File: src/rtl/key_stim_gen.sv
// Scripted push-button transmitter: turns short/long press commands into an
// active-low raw key waveform with LFSR-driven contact bounce.
module key_stim_gen #(
  parameter int          BOUNCE_CYCLES = 8,
  parameter int          SHORT_CYCLES  = 20,
  parameter int          LONG_CYCLES   = 100,
  parameter int          GAP_CYCLES    = 10,
  parameter logic [15:0] LFSR_SEED     = 16'hACE1,
  parameter int          CNT_W         = 32
) (
  input  logic clk,
  input  logic rst,
  input  logic cmd_valid,
  input  logic cmd_long,
  input  logic bounce_en,
  output logic cmd_ready,
  output logic key_n,
  output logic busy,
  output logic done
);

  typedef enum logic [2:0] {IDLE, BOUNCE_DN, HOLD, BOUNCE_UP, GAP} state_t;

  localparam bit HAS_B = (BOUNCE_CYCLES != 0);
  localparam bit HAS_G = (GAP_CYCLES != 0);

  state_t           state, nxt_state;
  logic [CNT_W-1:0] cnt, nxt_cnt;
  logic             lng_q, bnc_q, nxt_lng, nxt_bnc;
  logic [15:0]      lfsr, lfsr_nxt;
  logic             key_d, done_d;

  // Phase order with zero-length windows removed at elaboration time.
  function automatic state_t next_phase(input state_t s);
    case (s)
      IDLE:      next_phase = HAS_B ? BOUNCE_DN : HOLD;
      BOUNCE_DN: next_phase = HOLD;
      HOLD:      next_phase = HAS_B ? BOUNCE_UP : (HAS_G ? GAP : IDLE);
      BOUNCE_UP: next_phase = HAS_G ? GAP : IDLE;
      default:   next_phase = IDLE;
    endcase
  endfunction

  function automatic logic [CNT_W-1:0] last_idx(input state_t s, input logic lng);
    case (s)
      BOUNCE_DN, BOUNCE_UP: last_idx = CNT_W'(BOUNCE_CYCLES - 1);
      HOLD:                 last_idx = lng ? CNT_W'(LONG_CYCLES - 1) : CNT_W'(SHORT_CYCLES - 1);
      GAP:                  last_idx = CNT_W'(GAP_CYCLES - 1);
      default:              last_idx = '0;
    endcase
  endfunction

  // Fibonacci taps 16,14,13,11 in right-shift form; bit 0 is the noise output.
  assign lfsr_nxt = {lfsr[0] ^ lfsr[2] ^ lfsr[3] ^ lfsr[5], lfsr[15:1]};

  always_comb begin
    nxt_state = state;
    nxt_cnt   = cnt;
    nxt_lng   = lng_q;
    nxt_bnc   = bnc_q;
    if (state == IDLE) begin
      if (cmd_valid) begin
        nxt_lng   = cmd_long;
        nxt_bnc   = bounce_en;
        nxt_state = next_phase(IDLE);
        nxt_cnt   = last_idx(next_phase(IDLE), cmd_long);
      end
    end else if (cnt != '0) begin
      nxt_cnt = cnt - CNT_W'(1);
    end else begin
      nxt_state = next_phase(state);
      nxt_cnt   = last_idx(next_phase(state), lng_q);
    end
  end

  // Outputs are decided from the upcoming phase so they land registered.
  always_comb begin
    key_d = 1'b1;
    case (nxt_state)
      BOUNCE_DN: key_d = (nxt_cnt != '0) && nxt_bnc && lfsr_nxt[0];
      HOLD:      key_d = 1'b0;
      BOUNCE_UP: key_d = (nxt_cnt == '0) || !nxt_bnc || lfsr_nxt[0];
      default:   key_d = 1'b1;
    endcase
    done_d = (nxt_state != IDLE) && (nxt_cnt == '0) && (next_phase(nxt_state) == IDLE);
  end

  always_ff @(posedge clk) begin
    if (rst) begin
      state <= IDLE;
      cnt   <= '0;
      lng_q <= 1'b0;
      bnc_q <= 1'b0;
      lfsr  <= LFSR_SEED;
      key_n <= 1'b1;
      done  <= 1'b0;
    end else begin
      state <= nxt_state;
      cnt   <= nxt_cnt;
      lng_q <= nxt_lng;
      bnc_q <= nxt_bnc;
      lfsr  <= lfsr_nxt;
      key_n <= key_d;
      done  <= done_d;
    end
  end

  assign cmd_ready = (state == IDLE) && !rst;
  assign busy      = (state != IDLE);

endmodule

File: config.mk
export PLATFORM = sky130hd
export DESIGN_NAME = key_stim_gen
export DESIGN_NICKNAME = d
export VERILOG_FILES = /design/src/rtl/key_stim_gen.sv
export SDC_FILE = /design/constraint.sdc
export NUM_CORES = 1
export LEC_CHECK = 0
export CAP_MARGIN = 5
export CORE_ASPECT_RATIO = 0.5
export CORE_MARGIN = 2
export CORE_UTILIZATION = 40
export CTS_CLUSTER_DIAMETER = 50
export DETAILED_ROUTE_END_ITERATION = 16
export SYNTH_ARGS = -nofsm -noshare
export SYNTH_HDL_FRONTEND = slang
export SYNTH_SLANG_ARGS = --single-unit
export TNS_END_PERCENT = 5
File: constraint.sdc
create_clock -name clk -period 3.4 [get_ports clk]
set_input_delay 1.02 -clock clk [delete_from_list [all_inputs] [get_ports clk]]
set_output_delay 1.02 -clock clk [all_outputs]
set_load 0.01 [all_outputs]
After elaboration in Yosys (flattened, before gate mapping)
Cells that the tools add are included.
{"block": "word_totals", "ff_bits": 55, "in_bits": 5, "output_inout_bits": 4, "elab_cells": 55}
{"block": "classes", "addsub": 1, "eq_ne": 10, "n_mux": 15, "bitwise_logic": 3, "n_reduce_logical": 19}
{"op": "2-to-1 mux 32 bit", "n": 3}
{"op": "nonzero test 32 bit", "n": 2}
{"op": "zero test 32 bit", "n": 1}
{"op": "subtractor 32 x 1 -> 32 bit, second input constant", "n": 1}
{"op": "one-hot mux 7 bit (3 select lines)", "n": 1}
{"op": "== test 3 x 2 -> 1 bit, second input constant", "n": 6}
{"op": "2-to-1 mux 3 bit", "n": 5}
{"op": "one-hot mux 3 bit (4 select lines)", "n": 1}
{"op": "== test 3 x 1 -> 1 bit, second input constant", "n": 3}
{"op": "zero test 3 bit", "n": 3}
{"op": "one-hot mux 3 bit (3 select lines)", "n": 1}
{"op": "2-to-1 mux 7 bit", "n": 1}
{"op": "nonzero test 3 bit", "n": 2}
{"op": "logical AND 1 bit", "n": 5}
{"op": "== test 3 bit, second input constant", "n": 1}
{"op": "one-hot mux 1 bit (3 select lines)", "n": 1}
{"op": "bitwise XOR 1 bit", "n": 3}
{"op": "zero test 1 bit", "n": 2}
{"op": "logical OR 1 bit", "n": 2}
{"op": "2-to-1 mux 1 bit", "n": 2}
{"op": "AND reduction 2 bit", "n": 1}
{"op": "OR reduction 2 bit", "n": 1}

Longest topological paths before layout
{"block": "depth", "word_depth": 13, "depth_mapped": 12, "mapped_depth_nobuf": 10}

Least setup slack after synthesis
OpenSTA, ideal clock, no wires.
{"block": "synth_path", "kind": "register to register", "start": "register cnt[0]", "end": "register key_n", "setup_time_ns": 0.072, "arrival_ns": 2.734, "required_ns": 3.328, "slack_ns": 0.595, "path_stages_with_launch": 13, "n_path_buf": 2, "synth_period_minus_slack_ns": 2.805, "cell_sequence": "dfxtp_1 inv_1 ha_1 or4b_1 buf_2 nor4_4 nand4_2 buf_2 a31oi_1 nand3_1 nor4_1 and4b_1 mux2i_1"}
{"block": "synth_between", "elab_chain_len": 7, "elab_cells_between_ends": 17, "cone_classes": "add/sub: 1; eq/ne: 3; mux: 6; reduce/logical: 7"}
{"item": "start, declared", "line": "28", "source": "logic [CNT_W-1:0] cnt, nxt_cnt;"}
{"item": "start signal, assigned", "line": "99", "source": "cnt <= nxt_cnt;"}
{"item": "subtractor 32 x 1 -> 32 bit or nonzero test 32 bit (tied branches)", "line": "69, 68"}
{"item": "2-to-1 mux 32 bit", "line": "68", "source": "end else if (cnt != '0) begin"}
{"item": "2-to-1 mux 32 bit", "line": "61", "source": "if (state == IDLE) begin"}
{"item": "zero test 32 bit or nonzero test 32 bit (tied branches)", "line": "82, 80"}
{"item": "logical OR 1 bit or logical AND 1 bit (tied branches) (2 in series)", "line": "82, 80"}
{"item": "one-hot mux 1 bit (3 select lines) (*)", "line": "79", "source": "case (nxt_state)"}
{"item": "end signal, assigned", "line": "103", "source": "key_n <= key_d;"}
{"item": "end, declared", "line": "17", "source": "output logic key_n,"}
Every way passes the cells marked *; elsewhere a longest branch is shown, timed or not.
A chain may end at the register's enable or synchronous reset.

Final worst setup path
Ends and elaborated chain as after synthesis.

==> report_table.html <==
<table>
<tr><th>Metric</th><th>Value</th></tr>
<tr><th colspan="2">Logic synthesis</th></tr>
<tr><td>Primary FF master, synth</td><td>sky130_fd_sc_hd__dfxtp_1</td></tr>
<tr><td>Top post-synthesis cells by count</td><td>55 x sky130_fd_sc_hd__dfxtp_1, 39 x sky130_fd_sc_hd__nor2_1, 31 x sky130_fd_sc_hd__nand2_1</td></tr>
<tr><td>Asr flop ratio synth</td><td>0%</td></tr>
<tr><td>Post-synthesis cell type with the largest combined area</td><td>sky130_fd_sc_hd__dfxtp_1</td></tr>
<tr><td>Synth warnings</td><td>0</td></tr>
<tr><td>Sequential fraction of the synthesis area</td><td>~36%</td></tr>
<tr><td>Area share of the largest cell type after synthesis</td><td>a little over a third</td></tr>
<tr><td>Syn nets</td><td>just under 400</td></tr>
<tr><td>Cell count after synthesis</td><td>approximately 390</td></tr>
<tr><td>Post-synth EDFFs</td><td>0</td></tr>
<tr><td>Main area contributors after synthesis</td><td>sky130_fd_sc_hd__dfxtp_1 36%, sky130_fd_sc_hd__nor2_1 4.8%, sky130_fd_sc_hd__a21oi_1 4.6%</td></tr>
<tr><td>Avg Synthesized Cell Area</td><td>about 7.9 um^2</td></tr>
<tr><td>Count of distinct cell types in the synthesized netlist</td><td>72</td></tr>
<tr><td>Area of the mapped netlist</td><td>~3000 um^2</td></tr>
<tr><td>Seq cells post-synth</td><td>55</td></tr>
<tr><td>Most repeated cell in the gate-level netlist after synthesis</td><td>sky130_fd_sc_hd__dfxtp_1</td></tr>
<tr><th colspan="2">Timing</th></tr>
<tr><td>Post-route worst setup slack</td><td>approximately 150 ps</td></tr>
<tr><td>Slew of the pin with the lowest slew margin</td><td>816 ps</td></tr>
<tr><td>Worst rel slew slack</td><td>between 40% and 50%</td></tr>
<tr><td>Total of endpoints with negative setup slack in the final report</td><td>0</td></tr>
<tr><td>Clock skew after layout</td><td>approximately 5.7 ps</td></tr>
<tr><td>Period Utilization, post-route</td><td>between 90% and 100%</td></tr>
<tr><td>Fin. max-slew vios</td><td>0</td></tr>
<tr><td>Unrepaired setup endpoints after global routing</td><td>false</td></tr>
<tr><td>Final hold vios</td><td>0</td></tr>
<tr><td>Smallest hold slack</td><td>414 ps</td></tr>
<tr><td>Time the worst path needs with I/O delays and setup</td><td>3250 ps</td></tr>
<tr><td>Max Fclk</td><td>between 0.3 and 0.4 GHz</td></tr>
<tr><th colspan="2">Routing</th></tr>
<tr><td>Wire length on met3</td><td>947 um</td></tr>
<tr><td>Post-route DRC violation count</td><td>0</td></tr>
<tr><td>First DRT Iteration DRCs</td><td>~300</td></tr>
<tr><td>Number of optimization iterations in the first detailed-route pass</td><td>7</td></tr>
<tr><td>Total met2 wirelength after detailed routing</td><td>3750 um</td></tr>
<tr><td>Detailed-route wire length per cell</td><td>18.5 um</td></tr>
<tr><td>Detailed-routing wirelength on met1</td><td>4230 um</td></tr>
<tr><td>Top Metal Used</td><td>met4</td></tr>
<tr><td>Total number of vias</td><td>approximately 3,100</td></tr>
<tr><td>Remaining number of nets flagged by the antenna check after routing</td><td>0</td></tr>
<tr><td>Detailed-route wire length</td><td>~9100 um</td></tr>
<tr><td>Routed vias/inst</td><td>6.32</td></tr>
<tr><th colspan="2">Floorplan</th></tr>
<tr><td>Die Footprint</td><td>between 8000 and 9000 um^2</td></tr>
<tr><td>Starting Density</td><td>approximately two fifths</td></tr>
<tr><td>Die Y</td><td>approximately 66 um</td></tr>
<tr><td>Number of standard-cell rows in the floorplan</td><td>22</td></tr>
<tr><td>Core Box Area</td><td>7380 um^2</td></tr>
<tr><td>Number of top-level pins</td><td>9</td></tr>
<tr><td>Horiz. Die Dim</td><td>128 um</td></tr>
<tr><th colspan="2">CTS</th></tr>
<tr><td>Clock tree from TritonCTS</td><td>yes</td></tr>
<tr><td>Clock slew seen by the registers of the worst setup and hold paths</td><td>about 80 ps</td></tr>
<tr><td>Hold-fix buffer count after cts</td><td>0</td></tr>
<tr><td>Clk Tree Root Cell</td><td>sky130_fd_sc_hd__clkbuf_16</td></tr>
<tr><td>Number of H-tree levels</td><td>2</td></tr>
<tr><td>Bufs on Longest Clock Path</td><td>2</td></tr>
<tr><td>Later-pin clock latency in the skew report</td><td>~300 ps</td></tr>
<tr><td>Buffer count from post-CTS setup fixing</td><td>0</td></tr>
<tr><td>Post-CTS sizing</td><td>0</td></tr>
<tr><td>CTS buffer count</td><td>5</td></tr>
<tr><td>Clock tree sinks</td><td>55</td></tr>
<tr><th colspan="2">Status</th></tr>
<tr><td>Outcome</td><td>finished, final reports clean</td></tr>
<tr><th colspan="2">Worst setup path</th></tr>
<tr><td>Startpoint class of the critical path</td><td>flip-flop</td></tr>
<tr><td>Cells traversed along the worst timing path</td><td>inv_1, ha_1, or4b_4, nor4_4, nand4_4, a211oi_1, nand4_1, nor4bb_1, and4b_1, mux2i_1</td></tr>
<tr><td>Crit-path leading delay family</td><td>simple AND/OR/NAND/NOR gates</td></tr>
<tr><td>Critical path capture point type</td><td>flip-flop</td></tr>
<tr><td>Crit path buffers/inverters</td><td>1</td></tr>
<tr><td>R2R cell count</td><td>10</td></tr>
<tr><td>Critical path arrival</td><td>~3500 ps</td></tr>
<tr><td>Worst reg2reg path startpoint</td><td>cnt[0]</td></tr>
<tr><td>Required time of the critical path</td><td>3630 ps</td></tr>
<tr><td>FF-to-FF setup slack</td><td>150 ps</td></tr>
<tr><td>Crit-path max cell delay</td><td>between 500 and 600 ps</td></tr>
<tr><td>Worst Path Max Fanout</td><td>10</td></tr>
<tr><td>Reg-to-Reg End</td><td>key_n</td></tr>
<tr><td>Critical Path Slowest Stage Cell</td><td>sky130_fd_sc_hd__or4b_4</td></tr>
<tr><td>Critical path type</td><td>reg2reg</td></tr>
<tr><th colspan="2">Placed design</th></tr>
<tr><td>Final GP Congestion</td><td>around 1</td></tr>
<tr><td>Port bufs</td><td>8</td></tr>
<tr><td>Placed instance count</td><td>486</td></tr>
<tr><td>Worst-case setup slack after placement</td><td>-70.6 ps</td></tr>
<tr><td>HPWL Detailed</td><td>around 6600 um</td></tr>
<tr><th colspan="2">Layout</th></tr>
<tr><td>Layout overhead on the synthesized area</td><td>15.1%</td></tr>
<tr><td>Total Nets Final</td><td>between 400 and 500</td></tr>
<tr><td>Layout filler cell count</td><td>about 710</td></tr>
<tr><td>Number of antenna diodes</td><td>0</td></tr>
<tr><td>Non-filler instance count after layout</td><td>around 490</td></tr>
<tr><td>Proportion of layout cells with a drive suffix above 1</td><td>15.1%</td></tr>
<tr><th colspan="2">Min path</th></tr>
<tr><td>Min-Delay Endpoint</td><td>lfsr[13]</td></tr>
<tr><td>Min-delay src</td><td>lfsr[14]</td></tr>
<tr><td>Count of cells along the worst hold path</td><td>1</td></tr>
<tr><td>Path type of the worst min-delay path</td><td>reg2reg</td></tr>
<tr><th colspan="2">GRT</th></tr>
<tr><td>Vias in the first global route</td><td>~2,800</td></tr>
<tr><td>Maximum number of pins on one net before global-route repair</td><td>54</td></tr>
<tr><td>Total track usage</td><td>~23%</td></tr>
<tr><td>Overall overflow remaining after global route</td><td>0</td></tr>
<tr><td>Antenna violations before repair</td><td>0</td></tr>
<tr><td>Global-route wire length before repair</td><td>approximately 15,000 um</td></tr>
<tr><th colspan="2">Flow run</th></tr>
<tr><td>Max cap viols</td><td>0</td></tr>
</table>
-- area by class of cell --
| type | count | area (um^2) | area share, % |
|---|---|---|---|
| Clock buffer | 5 | 125 | 3.56 |
| Timing Repair Buffer | 31 | 260 | 7.40 |
| Tap cell | 96 | 120 | 3.41 |
| Sequential cell | 55 | 1100 | 31.3 |
| Multi-Input combinational cell | 294 | 1820 | 51.8 |
| Inverter | 10 | 37.5 | 1.07 |
| Clock inverter | 3 | 50.0 | 1.42 |
-- cells in the final DEF (no fill, tap or decap), drive strengths merged, types with 8 or more instances in the layout --
cell	Yosys	final
nor4	21	21
nor3	15	15
a31oi	8	8
a21oi	28	28
nor2	40	40
nor2b	10	10
nand2	31	31
or2	9	9
nand4	11	11
nand3	18	18
o21ai	22	22
or4	8	8
buf	6	24
dfxtp	55	55
inv	10	12
-- per-layer routing --
metal	up-vias	GRT usage (%)
li1	1472	-
met1	1455	31.8
met2	178	33.0
met3	19	6.88
met4	0	7.69
met5	-	0
-- per-stage QoR --
stage / TNS [ps] / area (um^2) / utilization, %
finish: 0 / 3520 / 47.7
global route: 0 / 3520 / 47.7
CTS: 0 / 3500 / 47.4
detailed placement: -138 / 3320 / 45.1
global placement: 0 / 3320 / 45.1
floorplan: 0 / 3060 / -
-- worst register-to-register path, stage by stage (launching register included) --
cell and delay (ps):
sky130_fd_sc_hd__dfxtp_1 360, sky130_fd_sc_hd__inv_1 70, sky130_fd_sc_hd__ha_1 210, sky130_fd_sc_hd__or4b_4 540
sky130_fd_sc_hd__nor4_4 380, sky130_fd_sc_hd__nand4_4 280, sky130_fd_sc_hd__a211oi_1 410, sky130_fd_sc_hd__nand4_1 140
sky130_fd_sc_hd__nor4bb_1 290, sky130_fd_sc_hd__and4b_1 310, sky130_fd_sc_hd__mux2i_1 210
-- registers in the layout, summed over array words and instances (netlist names) --
name	flops
lng_q	1
done	1
key_n	1
bnc_q	1
cnt	32
state	3
lfsr	16
-- worst max-delay path by stage --
stage               slack [ps]  cells after the start     to  startpoint
finish                     150                     10  key_n      cnt[0]
global route                30                     11  key_n      cnt[0]
CTS                         30                     11  key_n      cnt[0]
detailed placement         -70                      8   done   cmd_valid
global placement            20                      8   done   cmd_valid
floorplan                  590                     12  key_n      cnt[0]
-- cell families (layout without fill, tap and decap cells) --
group	Yosys count	count (layout)	share of synthesized area [%]
buf+inv	39	49	5.28
simple gates	185	185	34.1
mux	4	4	1.35
compound gates	98	98	21.1
fa+ha+maj	2	2	0.737
flops	55	55	36.0
xor+xnor	5	5	1.43
Power is not shown: default switching activity piles up to over one toggle a cycle in this logic, so the estimate is an artifact.
